### src/rtl/alarm_ring_ctrl_pkg.sv
// rtl/alarm_ring_ctrl_pkg.sv - shared types, field codes, limits and wrap helper for the alarm block
package alarm_pkg;

  typedef enum logic [1:0] {
    IDLE    = 2'd0,
    EDIT    = 2'd1,
    RINGING = 2'd2,
    SNOOZE  = 2'd3
  } state_t;

  // Field under edit, as presented on alarm_mode
  localparam logic [2:0] FLD_NONE = 3'd0;
  localparam logic [2:0] FLD_SEC  = 3'd1;
  localparam logic [2:0] FLD_MIN  = 3'd2;
  localparam logic [2:0] FLD_HOUR = 3'd3;

  localparam logic [5:0] SEC_MAX  = 6'd59;
  localparam logic [5:0] MIN_MAX  = 6'd59;
  localparam logic [5:0] HOUR_MAX = 6'd23;

  // Step a time field by one in either direction, wrapping within 0..lim
  function automatic logic [5:0] fld_step(input logic [5:0] val,
                                          input logic [5:0] lim,
                                          input logic       inc);
    if (inc) begin
      return (val >= lim) ? 6'd0 : val + 6'd1;
    end
    return (val == 6'd0) ? lim : val - 6'd1;
  endfunction

endpackage

### src/rtl/alarm_ring_ctrl_btn_edge.sv
// rtl/alarm_ring_ctrl_btn_edge.sv - rising-edge press detector for a vector of button levels
module btn_edge #(
  parameter int W = 5
) (
  input  logic         clk,
  input  logic         rst_n,
  input  logic [W-1:0] level,
  output logic [W-1:0] press
);

  logic [W-1:0] prev;

  // Previous level; resets high so a button held through reset is not a press
  always_ff @(posedge clk or negedge rst_n) begin
    if (!rst_n) begin
      prev <= '1;
    end else begin
      prev <= level;
    end
  end

  assign press = level & ~prev;

endmodule

### src/rtl/alarm_ring_ctrl.sv
// rtl/alarm_ring_ctrl.sv - alarm time editor, arm control and ring/snooze sequencer
module alarm_ring_ctrl
  import alarm_pkg::*;
#(
  parameter logic [3:0] ALARM_MODE  = 4'd3,
  parameter int         RING_SECS   = 60,
  parameter int         SNOOZE_SECS = 300
) (
  input  logic       clk,
  input  logic       rst_n,
  input  logic       tick_1hz,
  input  logic       up,
  input  logic       down,
  input  logic       left,
  input  logic       right,
  input  logic       middle,
  input  logic [3:0] mode,
  input  logic [5:0] cur_hour,
  input  logic [5:0] cur_min,
  input  logic [5:0] cur_sec,
  output logic [2:0] alarm_mode,
  output logic [5:0] al_hour,
  output logic [5:0] al_min,
  output logic [5:0] al_sec,
  output logic       armed,
  output logic       ring
);

  localparam logic [8:0] RING_CNT   = 9'(RING_SECS - 1);
  localparam logic [8:0] SNOOZE_CNT = 9'(SNOOZE_SECS - 1);

  state_t     state;
  logic [8:0] cnt;
  logic [4:0] prs;

  // Bit order: middle, up, down, left, right
  btn_edge #(.W(5)) u_btn_edge (
    .clk   (clk),
    .rst_n (rst_n),
    .level ({middle, up, down, left, right}),
    .press (prs)
  );

  // One press acts per cycle, chosen by priority middle > up > down > left > right
  logic p_mid, p_up, p_dn, p_lf, p_rt, any_press;
  assign p_mid     = prs[4];
  assign p_up      = prs[3] & ~prs[4];
  assign p_dn      = prs[2] & ~|prs[4:3];
  assign p_lf      = prs[1] & ~|prs[4:2];
  assign p_rt      = prs[0] & ~|prs[4:1];
  assign any_press = |prs;

  logic sel_mode, match;
  assign sel_mode = (mode == ALARM_MODE);
  assign match    = armed && tick_1hz &&
                    (cur_hour == al_hour) && (cur_min == al_min) && (cur_sec == al_sec);

  // Main sequencer; any press in a cycle discards that cycle's tick
  always_ff @(posedge clk or negedge rst_n) begin
    if (!rst_n) begin
      state      <= IDLE;
      alarm_mode <= FLD_NONE;
      al_hour    <= 6'd0;
      al_min     <= 6'd0;
      al_sec     <= 6'd0;
      armed      <= 1'b0;
      ring       <= 1'b0;
      cnt        <= 9'd0;
    end else begin
      case (state)
        IDLE: begin
          if (sel_mode && p_mid) begin
            state      <= EDIT;
            alarm_mode <= FLD_SEC;
          end else if (sel_mode && (p_up || p_dn)) begin
            armed <= ~armed;
          end else if (!any_press && match) begin
            state <= RINGING;
            ring  <= 1'b1;
            cnt   <= RING_CNT;
          end
        end

        EDIT: begin
          if (!sel_mode) begin
            state      <= IDLE;
            alarm_mode <= FLD_NONE;
          end else if (p_mid) begin
            state      <= IDLE;
            alarm_mode <= FLD_NONE;
            armed      <= 1'b1;
          end else if (p_up || p_dn) begin
            case (alarm_mode)
              FLD_SEC:  al_sec  <= fld_step(al_sec,  SEC_MAX,  p_up);
              FLD_MIN:  al_min  <= fld_step(al_min,  MIN_MAX,  p_up);
              FLD_HOUR: al_hour <= fld_step(al_hour, HOUR_MAX, p_up);
              default:  ;
            endcase
          end else if (p_lf) begin
            alarm_mode <= (alarm_mode == FLD_HOUR) ? FLD_SEC : 3'(alarm_mode + 3'd1);
          end else if (p_rt) begin
            alarm_mode <= (alarm_mode == FLD_SEC) ? FLD_HOUR : 3'(alarm_mode - 3'd1);
          end
        end

        RINGING: begin
          if (p_mid) begin
            state <= IDLE;
            ring  <= 1'b0;
          end else if (any_press) begin
            state <= SNOOZE;
            ring  <= 1'b0;
            cnt   <= SNOOZE_CNT;
          end else if (tick_1hz) begin
            if (cnt == 9'd0) begin
              state <= IDLE;
              ring  <= 1'b0;
            end else begin
              cnt <= cnt - 9'd1;
            end
          end
        end

        SNOOZE: begin
          if (p_mid) begin
            state <= IDLE;
          end else if (!any_press && tick_1hz) begin
            if (cnt == 9'd0) begin
              state <= RINGING;
              ring  <= 1'b1;
              cnt   <= RING_CNT;
            end else begin
              cnt <= cnt - 9'd1;
            end
          end
        end

        default: begin
          state <= IDLE;
          ring  <= 1'b0;
        end
      endcase
    end
  end

endmodule

### config.mk
export PLATFORM = sky130hd
export DESIGN_NAME = alarm_ring_ctrl
export DESIGN_NICKNAME = d
export VERILOG_FILES = /design/src/rtl/alarm_ring_ctrl_pkg.sv /design/src/rtl/alarm_ring_ctrl_btn_edge.sv /design/src/rtl/alarm_ring_ctrl.sv
export SDC_FILE = /design/constraint.sdc
export NUM_CORES = 1
export LEC_CHECK = 0
export BUFFER_PORTS_ARGS = -buffer_cell sky130_fd_sc_hd__buf_4
export CAP_MARGIN = 20
export CELL_PAD_IN_SITES_DETAIL_PLACEMENT = 2
export CELL_PAD_IN_SITES_GLOBAL_PLACEMENT = 2
export CORE_MARGIN = 3
export CORE_UTILIZATION = 31
export DETAILED_ROUTE_END_ITERATION = 12
export GPL_ROUTABILITY_DRIVEN = 1
export GPL_TIMING_DRIVEN = 0
export HOLD_SLACK_MARGIN = 0.15
export PLACE_DENSITY = 0.76
export SYNTH_ARGS = -nofsm -noshare
export SYNTH_HDL_FRONTEND = slang
export SYNTH_SLANG_ARGS = --single-unit
### constraint.sdc
create_clock -name clk -period 2.1 [get_ports clk]
set_input_delay 0.21 -clock clk [delete_from_list [all_inputs] [get_ports clk]]
set_output_delay 0.21 -clock clk [all_outputs]
set_load 0.02 [all_outputs]
==> impl_metrics.ini <==
[run_status]
status = complete, but fails checks
violations = negative setup slack

[logic_synthesis]
synth_top_area_cell = dfrtp_1
yosys_warnings = 0
synth_ff_type = dfrtp_1
ys_seq_area_share_pct = 30.9
synthArstFlopShare_pct = 100
syn_inst = 380
synth.area.top_cells = dfrtp_1 (27%), ha_1 (5.9%), nor2_1 (4.6%)
syn_nets = 425
synth.most_common_cell = nor2_1
synth-edff-count = 0
synth_cell_types = 72
synth_seq_cells = 39
synth.top_cells.by_count = nor2_1 (39), dfrtp_1 (34), a21oi_1 (28)
syn_area_per_cell_sq_um = 8.38
synth_area_sq_um = 3180
yosysTopAreaCellShare_pct = 26.7

[floorplan]
core.rowCount = 36
fp.coreArea_sq_um = 9860
die-height_microns = 107
die_area_sq_um = 11500
fp.dieW_microns = 107
initial_core_util_pct = 32.3
io_pins = 53

[worst_hold_path]
min_path_type = primary input to register

[clock_network]
numCtsBuffers = 5
insertion_delay_ps = 310
ctsRootBufferMaster = clkbuf_8
ctsHtreeMaxLevel = 2
path_clk_slew_ps = 90
cts_sinks = 39
cts.path.max_buffers = 2
cts_tree = yes

[final_layout]
multiInputGateArea_sq_um = 2240
area_growth_syn_to_layout_pct = 36.2
diodes = 0
fillers = 1053
final_cells = 596
layout-drive-gt1-share_pct = 33.5
regArea_sq_um = 985
layout.nets = 507

[sta]
fin_setup_tns_ps = -1590
worstMarginPinSlew_ps = 574
maxSlewViolCount = 0
grt_setup_unrepaired = true
slew_headroom_pct = 61.7
finalSetupViolCount = 11
fin_crit_sh_pct = 109
fin_crit_ps = 2290
skew_ps = 9.55
fin_worst_hold_slack_ps = 424
hold_viol = 0
clock.fmax_ghz = 0.436
worst_slack_ps = -193

[routing]
via_per_inst = 5.62
wl_per_cell_microns = 21.3
num_vias = 3350
drc = 0
routed_wirelength_mm = 12.7
ant_nets = 0
drt_pass1_iterations = 4
first_iter_violations = 173

[global_route]
grt_usage_pct = 20.6
grt_pass1_vias = 3610
grt_start_max_net_pins = 40
grt_antenna_before_repair = 0
grt_overflow_total = 0
grt_pass1_wl_mm = 18.9

[pwr]
clockPowerShare_pct = 30.4
peakVddDrop_mv = 0.359
swShare_pct = 35.4
p_leak_nw = 1.88
p_seq_share_pct = 36.9
intPower_w = 0.00149
switchingPower_w = 0.000818
power_w = 0.00231
combPwrFrac_pct = 32.7
powerDensity_nw_per_um2 = 533

[setup_path]
path_class = register to register
critical_path_buf_inv_count = 2
slowest_stage = dfstp_2
path_cells = nand2b_4 -> buf_8 -> nand3_2 -> nor4_2 -> nand4_1 -> buf_6 -> a211oi_4 -> a22o_1
path_delay_family = simple AND/OR/NAND/NOR gates
end_kind = register
start_kind = register
crit_arrival_ps = 2540
cp_slowest_stage_delay_ps = 530
worst_ep_required_time_ps = 2350
cp_max_fo = 6

[placed_design]
port_buffers = 52
gp_congestion = 0.785
pre_cts_slack_ps = -331
dp.cells = 565
hpwl_mm = 8.47

[run]
max_cap_viol_count = 0
[power groups by stage]
stage | Sequential, W | Combinational (W) | Clock, W
after floorplan | 0.000885 | 0.000381 | 0
after global placement | 0.000861 | 0.000636 | 0
after detailed placement | 0.000863 | 0.000666 | 0
after CTS | 0.000852 | 0.000710 | 0.000710
after global routing | 0.000863 | 0.000826 | 0.000754
final | 0.000854 | 0.000756 | 0.000702
[kinds of logic (layout without fill, tap and decap cells)]
| family | count (synthesis) | in the layout | synth area share (%) |
|---|---|---|---|
| XOR/XNOR | 21 | 21 | 5.78 |
| buffers and inverters | 36 | 119 | 4.95 |
| multiplexers | 5 | 5 | 1.61 |
| AND/OR/NAND/NOR | 146 | 146 | 25.1 |
| adder cells (fa/ha/maj) | 15 | 15 | 5.90 |
| flip-flops | 39 | 39 | 30.9 |
| AO/OA/AOI/OAI | 118 | 118 | 25.8 |
[worst register-to-register path, delay by kind of cell (launching register included)]
family,cells,cell delay (ps)
buffers and inverters,2,290
AOI/OAI and AO/OA,2,580
DFF,1,530
and+or+nand+nor,4,840
[cell usage in the layout (no fill, tap or decap), types with 11 or more instances in the layout]
| master | instances |
|---|---|
| a21oi_1 | 27 |
| buf_4 | 75 |
| dfrtp_1 | 32 |
| ha_1 | 14 |
| inv_1 | 11 |
| nand2_1 | 23 |
| nand3_1 | 17 |
| nor2_1 | 37 |
| o21ai_0 | 18 |
| xor2_1 | 11 |
[layout make-up]
type                       instances  area share (%)
timing repair buffer              81            14.9
sequential                        39            22.7
tap                              133            3.84
buffer                            15            2.71
inverter                          15            1.38
multi-input combinational        305            51.7
clock inverter                     2           0.808
clock buffer                       6            1.90
[stage by stage]
step | instance area (sq um) | util, %
floorplan | 3180 | -
global placement | 3740 | 37.9
detailed placement | 3740 | 37.9
CTS | 4060 | 41.2
global route | 4340 | 44.0
finish | 4340 | 44.0
[path summary, 6_finish.rpt]
check,startpoint,end,slack (ps),depth (start not counted)
max,u_btn_edge.prev[4],cnt[2],-190,8
min in group asynchronous,rst_n,al_sec[3],440,2
min reg2reg,ring,ring,560,1
max in group asynchronous,rst_n,al_hour[2],1240,2
min,middle,armed,420,5
max reg2reg,u_btn_edge.prev[4],cnt[2],-190,8
[what timing repair did]
action | CTS | global route
buffers inserted | 9 | 14
gates resized for setup | 25 | 45
hold buffers | 6 | 0
setup endpoints to repair | 22 | 26
pin swaps | 5 | 16
hold endpoints to repair | 39 | 0
[registers in the layout (all words and copies together) (netlist names)]
signal	count
armed	1
u_btn_edge.prev	5
al_hour	6
al_min	6
al_sec	6
alarm_mode	3
state	2
ring	1
cnt	9
[metal layers]
metal | global-route usage (%) | part of all wire (%) | up-vias
met5 | 0 | 0 | -
met4 | 4.06 | 1.5 | 0
met3 | 2.64 | 3.1 | 14
met2 | 36.8 | 52 | 67
met1 | 26.7 | 43 | 1708
li1 | - | - | 1561
Note: power is estimated with default switching activity, not from simulation.
